$ cat src/rtl/multicycle_controller_if.sv
// Control/status bundle between the multicycle MIPS controller and its datapath.
// The controller takes the master modport and the datapath takes the slave modport.
interface multicycle_controller_if;
  logic [5:0] op;
  logic [5:0] Funct;
  logic       Zero;
  logic       mem_ready;
  logic       mem_req;
  logic       IorD;
  logic       MemWrite;
  logic       IRWrite;
  logic       RegDst;
  logic       MemtoReg;
  logic       RegWrite;
  logic       AluSrcA;
  logic [1:0] AluSrcB;
  logic [1:0] PCSrc;
  logic       PCWrite;
  logic [2:0] ALUControl;
  logic       illegal_op;

  modport master (
    input  op, Funct, Zero, mem_ready,
    output mem_req, IorD, MemWrite, IRWrite, RegDst, MemtoReg, RegWrite,
           AluSrcA, AluSrcB, PCSrc, PCWrite, ALUControl, illegal_op
  );

  modport slave (
    output op, Funct, Zero, mem_ready,
    input  mem_req, IorD, MemWrite, IRWrite, RegDst, MemtoReg, RegWrite,
           AluSrcA, AluSrcB, PCSrc, PCWrite, ALUControl, illegal_op
  );
endinterface

$ cat src/rtl/multicycle_controller.sv
// Control FSM for the multicycle MIPS datapath (fetch/decode/execute/memory/writeback).
// Defining MULTICYCLE_BNE_EN adds bne (op 000101) through the BRANCH state.
module multicycle_controller #(
  parameter logic [3:0] RESET_STATE = 4'd0
) (
  input  logic                   clk,
  input  logic                   resetn,
  multicycle_controller_if.master bus
);

  typedef enum logic [3:0] {
    FETCH  = 4'd0,
    DECODE = 4'd1,
    MEMADR = 4'd2,
    MEMRD  = 4'd3,
    MEMWB  = 4'd4,
    MEMWR  = 4'd5,
    EXEC   = 4'd6,
    ALUWB  = 4'd7,
    BRANCH = 4'd8,
    ADDIEX = 4'd9,
    ADDIWB = 4'd10,
    JUMP   = 4'd11
  } state_t;

  localparam logic [5:0] OP_RTYPE = 6'b000000;
  localparam logic [5:0] OP_LW    = 6'b100011;
  localparam logic [5:0] OP_SW    = 6'b101011;
  localparam logic [5:0] OP_BEQ   = 6'b000100;
  localparam logic [5:0] OP_ADDI  = 6'b001000;
  localparam logic [5:0] OP_J     = 6'b000010;
`ifdef MULTICYCLE_BNE_EN
  localparam logic [5:0] OP_BNE   = 6'b000101;
`endif

  localparam logic [2:0] ALU_ADD = 3'b010;
  localparam logic [2:0] ALU_SUB = 3'b110;
  localparam logic [2:0] ALU_AND = 3'b000;
  localparam logic [2:0] ALU_OR  = 3'b001;
  localparam logic [2:0] ALU_SLT = 3'b111;

  // Returns {legal, ALUControl} for an R-type Funct field.
  function automatic logic [3:0] decode_funct(input logic [5:0] funct);
    case (funct)
      6'b100000: decode_funct = {1'b1, ALU_ADD};
      6'b100010: decode_funct = {1'b1, ALU_SUB};
      6'b100100: decode_funct = {1'b1, ALU_AND};
      6'b100101: decode_funct = {1'b1, ALU_OR};
      6'b101010: decode_funct = {1'b1, ALU_SLT};
      default:   decode_funct = 4'b0000;
    endcase
  endfunction

  state_t     state, state_next;
  logic [3:0] funct_dec;
  logic       mem_req_raw, mem_write_raw, ir_write_raw, reg_write_raw;
  logic       pc_write_raw, illegal_raw;
  logic       iord, reg_dst, mem_to_reg, alu_src_a;
  logic [1:0] alu_src_b, pc_src;
  logic [2:0] alu_ctrl;

  assign funct_dec = decode_funct(bus.Funct);

  always_ff @(posedge clk) begin
    if (!resetn) state <= state_t'(RESET_STATE);
    else         state <= state_next;
  end

  always_comb begin
    state_next    = FETCH;
    mem_req_raw   = 1'b0;
    mem_write_raw = 1'b0;
    ir_write_raw  = 1'b0;
    reg_write_raw = 1'b0;
    pc_write_raw  = 1'b0;
    illegal_raw   = 1'b0;
    iord          = 1'b0;
    reg_dst       = 1'b0;
    mem_to_reg    = 1'b0;
    alu_src_a     = 1'b0;
    alu_src_b     = 2'b00;
    pc_src        = 2'b00;
    alu_ctrl      = 3'b000;
    case (state)
      FETCH: begin
        mem_req_raw  = 1'b1;
        alu_src_b    = 2'b01;
        alu_ctrl     = ALU_ADD;
        ir_write_raw = bus.mem_ready;
        pc_write_raw = bus.mem_ready;
        state_next   = bus.mem_ready ? DECODE : FETCH;
      end
      DECODE: begin
        alu_src_b = 2'b11;
        alu_ctrl  = ALU_ADD;
        case (bus.op)
          OP_LW, OP_SW: state_next = MEMADR;
          OP_RTYPE:     state_next = EXEC;
          OP_BEQ:       state_next = BRANCH;
`ifdef MULTICYCLE_BNE_EN
          OP_BNE:       state_next = BRANCH;
`endif
          OP_ADDI:      state_next = ADDIEX;
          OP_J:         state_next = JUMP;
          default: begin
            illegal_raw = 1'b1;
            state_next  = FETCH;
          end
        endcase
      end
      MEMADR: begin
        alu_src_a = 1'b1;
        alu_src_b = 2'b10;
        alu_ctrl  = ALU_ADD;
        if (bus.op == OP_SW)      state_next = MEMWR;
        else if (bus.op == OP_LW) state_next = MEMRD;
        else                      state_next = FETCH;
      end
      MEMRD: begin
        mem_req_raw = 1'b1;
        iord        = 1'b1;
        state_next  = bus.mem_ready ? MEMWB : MEMRD;
      end
      MEMWB: begin
        mem_to_reg    = 1'b1;
        reg_write_raw = 1'b1;
      end
      MEMWR: begin
        mem_req_raw   = 1'b1;
        iord          = 1'b1;
        mem_write_raw = bus.mem_ready;
        state_next    = bus.mem_ready ? FETCH : MEMWR;
      end
      EXEC: begin
        alu_src_a = 1'b1;
        if (funct_dec[3]) begin
          alu_ctrl   = funct_dec[2:0];
          state_next = ALUWB;
        end else begin
          illegal_raw = 1'b1;
          state_next  = FETCH;
        end
      end
      ALUWB: begin
        reg_dst       = 1'b1;
        reg_write_raw = 1'b1;
      end
      BRANCH: begin
        alu_src_a = 1'b1;
        alu_ctrl  = ALU_SUB;
        pc_src    = 2'b01;
`ifdef MULTICYCLE_BNE_EN
        pc_write_raw = (bus.op == OP_BNE) ? ~bus.Zero : bus.Zero;
`else
        pc_write_raw = bus.Zero;
`endif
      end
      ADDIEX: begin
        alu_src_a  = 1'b1;
        alu_src_b  = 2'b10;
        alu_ctrl   = ALU_ADD;
        state_next = ADDIWB;
      end
      ADDIWB: reg_write_raw = 1'b1;
      JUMP: begin
        pc_src       = 2'b10;
        pc_write_raw = 1'b1;
      end
      default: state_next = FETCH;
    endcase
  end

  // Strobes are masked while reset is held so an abandoned instruction writes nothing.
  assign bus.mem_req    = resetn & mem_req_raw;
  assign bus.MemWrite   = resetn & mem_write_raw;
  assign bus.IRWrite    = resetn & ir_write_raw;
  assign bus.RegWrite   = resetn & reg_write_raw;
  assign bus.PCWrite    = resetn & pc_write_raw;
  assign bus.illegal_op = resetn & illegal_raw;
  assign bus.IorD       = iord;
  assign bus.RegDst     = reg_dst;
  assign bus.MemtoReg   = mem_to_reg;
  assign bus.AluSrcA    = alu_src_a;
  assign bus.AluSrcB    = alu_src_b;
  assign bus.PCSrc      = pc_src;
  assign bus.ALUControl = alu_ctrl;

endmodule
$ cat src/flat_wrapper.sv
// flat-port wrapper written by rule: the top's interface ports become plain ports
module multicycle_controller_flat 
#(
  parameter logic [3:0] RESET_STATE = 4'd0
)
  (clk, resetn, bus_op, bus_Funct, bus_Zero, bus_mem_ready, bus_mem_req, bus_IorD, bus_MemWrite, bus_IRWrite, bus_RegDst, bus_MemtoReg, bus_RegWrite, bus_AluSrcA, bus_AluSrcB, bus_PCSrc, bus_PCWrite, bus_ALUControl, bus_illegal_op);
  multicycle_controller_if bus_i ();
  input  logic clk;
  input  logic resetn;
  input wire logic [$bits(bus_i.op)-1:0] bus_op;
  input wire logic [$bits(bus_i.Funct)-1:0] bus_Funct;
  input wire logic [$bits(bus_i.Zero)-1:0] bus_Zero;
  input wire logic [$bits(bus_i.mem_ready)-1:0] bus_mem_ready;
  output wire logic [$bits(bus_i.mem_req)-1:0] bus_mem_req;
  output wire logic [$bits(bus_i.IorD)-1:0] bus_IorD;
  output wire logic [$bits(bus_i.MemWrite)-1:0] bus_MemWrite;
  output wire logic [$bits(bus_i.IRWrite)-1:0] bus_IRWrite;
  output wire logic [$bits(bus_i.RegDst)-1:0] bus_RegDst;
  output wire logic [$bits(bus_i.MemtoReg)-1:0] bus_MemtoReg;
  output wire logic [$bits(bus_i.RegWrite)-1:0] bus_RegWrite;
  output wire logic [$bits(bus_i.AluSrcA)-1:0] bus_AluSrcA;
  output wire logic [$bits(bus_i.AluSrcB)-1:0] bus_AluSrcB;
  output wire logic [$bits(bus_i.PCSrc)-1:0] bus_PCSrc;
  output wire logic [$bits(bus_i.PCWrite)-1:0] bus_PCWrite;
  output wire logic [$bits(bus_i.ALUControl)-1:0] bus_ALUControl;
  output wire logic [$bits(bus_i.illegal_op)-1:0] bus_illegal_op;
  assign bus_i.op = bus_op;
  assign bus_i.Funct = bus_Funct;
  assign bus_i.Zero = bus_Zero;
  assign bus_i.mem_ready = bus_mem_ready;
  assign bus_mem_req = bus_i.mem_req;
  assign bus_IorD = bus_i.IorD;
  assign bus_MemWrite = bus_i.MemWrite;
  assign bus_IRWrite = bus_i.IRWrite;
  assign bus_RegDst = bus_i.RegDst;
  assign bus_MemtoReg = bus_i.MemtoReg;
  assign bus_RegWrite = bus_i.RegWrite;
  assign bus_AluSrcA = bus_i.AluSrcA;
  assign bus_AluSrcB = bus_i.AluSrcB;
  assign bus_PCSrc = bus_i.PCSrc;
  assign bus_PCWrite = bus_i.PCWrite;
  assign bus_ALUControl = bus_i.ALUControl;
  assign bus_illegal_op = bus_i.illegal_op;
  multicycle_controller #(.RESET_STATE(RESET_STATE)) u_core (.clk(clk), .resetn(resetn), .bus(bus_i));
endmodule
$ cat config.mk
export PLATFORM = sky130hd
export DESIGN_NAME = multicycle_controller_flat
export DESIGN_NICKNAME = d
export VERILOG_FILES = /design/src/rtl/multicycle_controller_if.sv /design/src/rtl/multicycle_controller.sv /design/src/flat_wrapper.sv
export SDC_FILE = /design/constraint.sdc
export NUM_CORES = 1
export LEC_CHECK = 0
export ABC_AREA = 1
export BUFFER_PORTS_ARGS = -buffer_cell sky130_fd_sc_hd__buf_2
export CAP_MARGIN = 10
export CORE_MARGIN = 1.5
export CORE_UTILIZATION = 24
export DETAILED_ROUTE_END_ITERATION = 16
export HOLD_SLACK_MARGIN = 0.05
export PLACE_DENSITY = 0.53
export SLEW_MARGIN = 20
export SYNTH_ARGS = -nofsm -noshare
export SYNTH_HDL_FRONTEND = slang
export SYNTH_SLANG_ARGS = --single-unit
$ cat constraint.sdc
create_clock -name clk -period 1.8 [get_ports clk]
set_clock_uncertainty 0.1 [all_clocks]
set_input_delay 0.27 -clock clk [delete_from_list [all_inputs] [get_ports clk]]
set_output_delay 0.27 -clock clk [all_outputs]
set_load 0.02 [all_outputs]
==> results of run 1 <==
## area by class of cell
class | count | area (sq um) | area share [%]
repair buffers | 39 | 223 | 22.8
flip-flops and latches | 4 | 92.6 | 9.50
well taps | 30 | 37.5 | 3.85
inverters | 29 | 111 | 11.4
clock buffers | 3 | 22.5 | 2.31
multi-input cells | 93 | 488 | 50.1
## synth_stat cells
cell type / instances
nor3b_1: 1
nand2_2: 1
a21oi_1: 7
dfxtp_1: 4
a211oi_2: 1
nor2_2: 1
o21a_1: 1
nand3_1: 20
o211ai_1: 1
nor2_4: 3
nand4_1: 3
inv_1: 27
nand2_1: 26
inv_2: 2
nand3b_1: 1
o31ai_1: 1
nor3_1: 2
nor2_1: 21
o21ai_0: 3
## worst min-delay path, cell delays in order
cell and delay, ns:
buf_2 0.13, nand2_1 0.06, inv_1 0.04
## cell families (layout without fill, tap and decap cells)
family,count (synthesis),count (layout),synth area share [%]
AND/OR/NAND/NOR,79,79,57.2
buffers and inverters,29,71,17.0
AO/OA/AOI/OAI,14,14,13.3
flip-flops,4,4,12.5
## power breakdown
| part | internal [mW] | leakage, nW | switching [mW] |
|---|---|---|---|
| clock network | 0.0742 | 0.0138 | 0.0316 |
| logic | 0.0434 | 0.529 | 0.0676 |
| registers | 0.0870 | 0.0352 | 0.00239 |
| total | 0.205 | 0.578 | 0.102 |
## timing repair
item                       in CTS  in global routing
pin swaps                       2                  5
setup endpoints to repair       5                  6
hold buffers                    0                  0
resized for setup              11                 14
buffers inserted                4                  2
## cell usage in the layout (no fill, tap or decap), drive strengths merged
master  count
o211ai      1
nor3b       1
a211oi      1
o21ai       3
nand3b      1
nor2       25
nand3      20
nand4       3
dfxtp       4
nor3        2
o31ai       1
clkbuf      3
buf        39
inv        29
o21a        1
a21oi       7
nand2      27
## path summary, 6_finish.rpt
path	from	to	slack, ns	depth (start not counted)
min	resetn	u_core.state[0]	0.20	3
max	u_core.state[0]	bus_illegal_op	-0.004	9
min reg2reg	u_core.state[3]	u_core.state[3]	0.63	4
max reg2reg	u_core.state[2]	u_core.state[1]	0.40	9
## layer usage
metal / global-route usage [%] / vias to the layer above
li1: - / 485
met1: 16.8 / 417
met2: 23.4 / 30
met3: 1.37 / 0
met4: 3.33 / 0
met5: 0 / -
## per-stage QoR
| stage | cell area, sq um | setup WS (ns) |
|---|---|---|
| after floorplan | 641 | 0.0130 |
| after global placement | 846 | 0.118 |
| after detailed placement | 846 | 0.111 |
| after CTS | 921 | 0.0148 |
| after global routing | 975 | -0.0909 |
| final | 975 | -0.00398 |
==> summary.md, run 1 <==
| Metric | Value |
|---|---|
| Hold Worst Slack | 0.197 ns |
| Die width | 54.7 um |
| Final ANT Viol Nets | 0 |
| Clk root buf | clkbuf_4 |
| Top cells by area, synth | inv_1 16%, nand3_1 16%, nand2_1 15%, dfxtp_1 13%, nor2_1 12% |
| Clock Pin Slew Worst Setup and Hold Paths | 0.04 ns |
| Biggest regs | u_core.state: 4 flops |
| Final Cycle Share | 100% |
| Antenna cells | 0 |
| Max Clock Freq | 0.554 GHz |
| Critical path class | reg -> out |
| Synth Instances | 126 |
| YS warnings | 0 |
| Post-Route WL | 2040 um |
| Worst-margin pin slew | 0.306 ns |
| Fin nets | 186 |
| Die height | 54.7 um |
| Cell Rows | 18 |
| Distinct cells, synth | 19 |
| Startpoint Class | register |
| Placed Cells | 189 |
| Crit path max-delay family | flip-flops |
| Area growth syn-to-layout | 52.1% |
| Total grt overflow | 0 |
| Post-Syn Area per Cell | 5.08 sq um |
| Setup crit end kind | primary output |
| RSZ-0062 raised after global routing | true |
| Run status | complete, but fails checks |
| Pin count of the biggest net entering global routing | 7 |
| Largest Register | u_core.state |
| Clock sink count | 4 |
| Pwr Total | 0.306 mW |
| Fillers | 270 |
| Clock Tree Buf Depth | 2 |
| Critical Path RT | 1.43 ns |
| Initial Util | 25.6% |
| Arrival time at the worst endpoint | 1.43 ns |
| Met3 WL | 125 um |
| Dpl hpwl | 1600 um |
| Vias in the first global route | 757 |
| CP peak stage delay | 0.35 ns |
| Yosys top cell area share | 15.8% |
| Clock buffer count from CTS | 3 |
| Failing checks | setup timing |
| I/O pins | 33 |
| Fin. Hold Viols | 0 |
| Flops & latches, synth | 4 |
| WP buf/inv | 3 |
| Final Non-Filler Cells | 198 |
| Remaining DRCs | 0 |
| M1 WL | 899 um |
| Final worst slack | -0.00398 ns |
| Met2 Routed Length | 1020 um |
| Cell accounting for the most synthesized area | inv_1 |
| Post-DR vias/cell | 4.71 |
| Top sig layer | met3 |
| Port bufs | 32 |
| GPL Wtd Cong | 0.925 |
| Vias | 932 |
| Tot GR Track Use | 13.2% |
| MaxCap Viol Count | 0 |
| Setup violations, final | 1 |
| Sequential area share after synthesis | 12.5% |
| Initial antenna violation count | 0 |
| CTS tree | yes |
| Pleak | 0.578 nW |
| Layout Utilization | 39.0% |
| Slew Limit Fails | 0 |
| Global-route wire length before repair | 2990 um |
| Detailed-route wire length per cell | 10.3 um |
| Share of layout cells above drive strength 1 | 36.9% |
| CP cell instances | inv_2, nor2_4, nand2_4, inv_2, nand2_1, a21oi_1, nand2_1, a21oi_2, buf_4 |
| DRT Pass-1 Iters | 4 |
| Die area | 2990 sq um |
| Power per standard cell area | 314 nW/um^2 |
| Relative slew margins | 79.6% |
| Htree depth | 1 |
| Critical Path Fanout Max | 5 |
| Max FFs per register | 4 |
| Crit path time final | 1.80 ns |
| Drt initial violations | 40 |
| Hold Path Class | in -> reg |
| Total core area | 2500 sq um |
| Setup TNS | -0.00398 ns |
| Clock Latency Late Sink | 0.23 ns |
| Max IR drop VDD | 0.000271 V |
| Synthesized area | 641 sq um |
| Syn nets | 142 |
| Critical-path top delay cell | dfxtp_2 |
Power figures use the tool's default switching activity.
==> inputs of run 2 (changes only) <==
--- a/config.mk
+++ b/config.mk
@@ -12,7 +12,6 @@
 export CORE_UTILIZATION = 24
 export DETAILED_ROUTE_END_ITERATION = 16
 export HOLD_SLACK_MARGIN = 0.05
-export PLACE_DENSITY = 0.53
 export SLEW_MARGIN = 20
 export SYNTH_ARGS = -nofsm -noshare
 export SYNTH_HDL_FRONTEND = slang
==> run 2 against run 1 <==
The flow now finishes without violations. Flip-flop and latch count unchanged. Sequential power up 2.8%. Cell count unchanged. Setup slack better by 0.044 ns. First-iteration DRC count down 63%. Count of clock-buffer cells in the layout unchanged. Routed wire length down 5.0%. Critical path type unchanged. Largest cell class unchanged.
==> summary.md, run 2 (synthesis results as in run 1) <==
| Metric | Value |
|---|---|
| Run status | complete, no violations (was complete, but fails checks) |
| Fin. Hold Viols | 0 (unchanged) |
| Initial antenna violation count | 0 (unchanged) |
| Power per standard cell area | 322 nW/um^2 (was 314 nW/um^2) |
| Clock sink count | 4 (unchanged) |
| Critical path class | reg -> out (unchanged) |
| Pwr Total | 0.309 mW (was 0.306 mW) |
| Htree depth | 1 (unchanged) |
| Final Cycle Share | 97.8% (was 100%) |
| Largest Register | u_core.state (unchanged) |
| Clock Pin Slew Worst Setup and Hold Paths | 0.03 ns (was 0.04 ns) |
| DRT Pass-1 Iters | 5 (was 4) |
| Clock power share | 33.9% (was 34.5%) |
| Clock Tree Buf Depth | 2 (unchanged) |
| Final Non-Filler Cells | 198 (unchanged) |
| Pleak | 0.576 nW (was 0.578 nW) |
| GPL Wtd Cong | 0.882 (was 0.925) |
| Critical Path Fanout Max | 5 (unchanged) |
| Clk root buf | clkbuf_4 (unchanged) |
| Commonest cells after routing, fill and taps aside | 28 x buf_2, 25 x nand2_1, 24 x inv_1 (was 28 x buf_2, 26 x nand2_1, 25 x inv_1) |
| Tot GR Track Use | 13.9% (was 13.2%) |
| Detailed-route wire length per cell | 9.79 um (was 10.3 um) |
| Vias | 933 (was 932) |
| Area growth syn-to-layout | 49.8% (was 52.1%) |
| Crit path time final | 1.76 ns (was 1.80 ns) |
| Crit path max-delay family | flip-flops (unchanged) |
| Setup TNS | 0 ns (was -0.00398 ns) |
| I/O pins | 33 (unchanged) |
| Drt initial violations | 15 (was 40) |
| Hold Path Class | in -> reg (unchanged) |
| Arrival time at the worst endpoint | 1.39 ns (was 1.43 ns) |
| Multi-input logic area | 480 sq um (was 488 sq um) |
| Fin nets | 186 (unchanged) |
| Initial Util | 25.6% (unchanged) |
| Sequential power share | 29.8% (was 29.2%) |
| Commonest non-fill, non-tap cell in the layout | buf_2 (unchanged) |
| Dpl hpwl | 1560 um (was 1600 um) |
| Internal | 0.208 mW (was 0.205 mW) |
| Dpl ws | 0.113 ns (was 0.111 ns) |
| Total core area | 2500 sq um (unchanged) |
| CTS tree | yes (unchanged) |
| Setup violations, final | 0 (was 1) |
| Remaining DRCs | 0 (unchanged) |
| Die area | 2990 sq um (unchanged) |
| Clock buffer count from CTS | 3 (unchanged) |
| Max IR drop VDD | 0.000174 V (was 0.000271 V) |
| Total grt overflow | 0 (unchanged) |
| Cell mode on critical path | inv_2 |
| Final worst slack | 0.0405 ns (was -0.00398 ns) |
| Setup crit end kind | primary output (unchanged) |
| CP peak stage delay | 0.37 ns (was 0.35 ns) |
| Critical-path top delay cell | dfxtp_4 (was dfxtp_2) |
| Clock Latency Late Sink | 0.22 ns (was 0.23 ns) |
| Worst-margin pin slew | 0.298 ns (was 0.306 ns) |
| MaxCap Viol Count | 0 (unchanged) |
| RSZ-0062 raised after global routing | true (unchanged) |
| Sequential Area | 87.6 sq um (was 92.6 sq um) |
| CP cell instances | inv_2, nor2_4, inv_2, nor2_4, inv_2, a211oi_2, buf_4 (was inv_2, nor2_4, nand2_4, inv_2, nand2_1, a21oi_1, nand2_1, a21oi_2, buf_4) |
| Max Clock Freq | 0.568 GHz (was 0.554 GHz) |
| Relative slew margins | 80.0% (was 79.6%) |
| Critical Path RT | 1.43 ns (about the same) |
| Share of layout cells above drive strength 1 | 38.1% (was 36.9%) |
| Pin count of the biggest net entering global routing | 7 (unchanged) |
| Antenna cells | 0 (unchanged) |
| Vias in the first global route | 775 (was 757) |
| Slew Limit Fails | 0 (unchanged) |
| Final ANT Viol Nets | 0 (unchanged) |
| Die height | 54.7 um (unchanged) |
| Startpoint Class | register (unchanged) |
| Switch Pwr | 0.100 mW (was 0.102 mW) |
| Post-DR vias/cell | 4.71 (about the same) |
| Biggest regs | u_core.state: 4 flops (unchanged) |
| Cell Rows | 18 (unchanged) |
| Fillers | 277 (was 270) |
| WP buf/inv | 4 (was 3) |
| Sw Share | 32.5% (was 33.2%) |
| Placed Cells | 189 (unchanged) |
| Global-route wire length before repair | 3060 um (was 2990 um) |
| Port bufs | 32 (unchanged) |
| Combinational Power Share | 36.4% (was 36.3%) |
| Post-Route WL | 1940 um (was 2040 um) |
| Max FFs per register | 4 (unchanged) |
| FF-to-FF setup slack | 0.43 ns (was 0.40 ns) |
| Die width | 54.7 um (unchanged) |
run 2: cell counts in the layout (fill, tap and decap cells not counted):
Identical to the previous run, type by type.
run 2: per-stage QoR:
step	area (sq um)	hold slack, ns	utilization, %
final	960	0.211	38.4
after detailed placement	846	0.441	33.8
after global routing	960	0.234	38.4
after global placement	846	0.439	33.8
after CTS	916	0.203	36.6
after floorplan	641	0.268	-
run 2: power groups by stage:
| stage | registers (mW) | logic (mW) | clock network [mW] |
|---|---|---|---|
| after floorplan | 0.0935 | 0.0596 | 0 |
| after global placement | 0.0937 | 0.0986 | 0 |
| after detailed placement | 0.0938 | 0.101 | 0 |
| after CTS | 0.0916 | 0.106 | 0.111 |
| after global routing | 0.0921 | 0.127 | 0.118 |
| final | 0.0919 | 0.112 | 0.104 |
run 2: final timing paths:
check | cells past startpoint | startpoint | endpoint
max | 7 | u_core.state[2] | bus_ALUControl[0]
max reg2reg | 8 | u_core.state[2] | u_core.state[1]
min reg2reg | 5 | u_core.state[2] | u_core.state[3]
min | 3 | resetn | u_core.state[0]
run 2: what timing repair did:
item / 4_1_cts / 5_1_grt
hold buffers: 0 / 0
setup endpoints to repair: 4 / 6
pin swaps: 2 / 5
gates resized for setup: 9 / 13
buffers inserted: 4 / 2
run 2: cell type report:
class | count | share of cell area, %
Multi-Input combinational cell | 93 | 50.1
Timing Repair Buffer | 39 | 23.2
Inverter | 29 | 11.3
Sequential cell | 4 | 9.13
Tap cell | 30 | 3.91
Clock buffer | 3 | 2.35
run 2: worst reg2reg max path, stage by stage, from the launching register on:
cell and delay (ns):
dfxtp_4 0.35, nor2_4 0.16, buf_4 0.13, inv_1 0.06, nor2_1 0.17, nand3_1 0.10, nand2_1 0.07, nor2_1 0.04
a21oi_1 0.12
run 2: per-layer routing:
metal | track usage, % | up-vias | share of wire (%)
li1 | - | 487 | -
met1 | 15.3 | 421 | 42
met4 | 7.08 | 0 | 0.72
met2 | 25.6 | 23 | 52
met3 | 1.64 | 2 | 4.5
met5 | 0 | - | 0
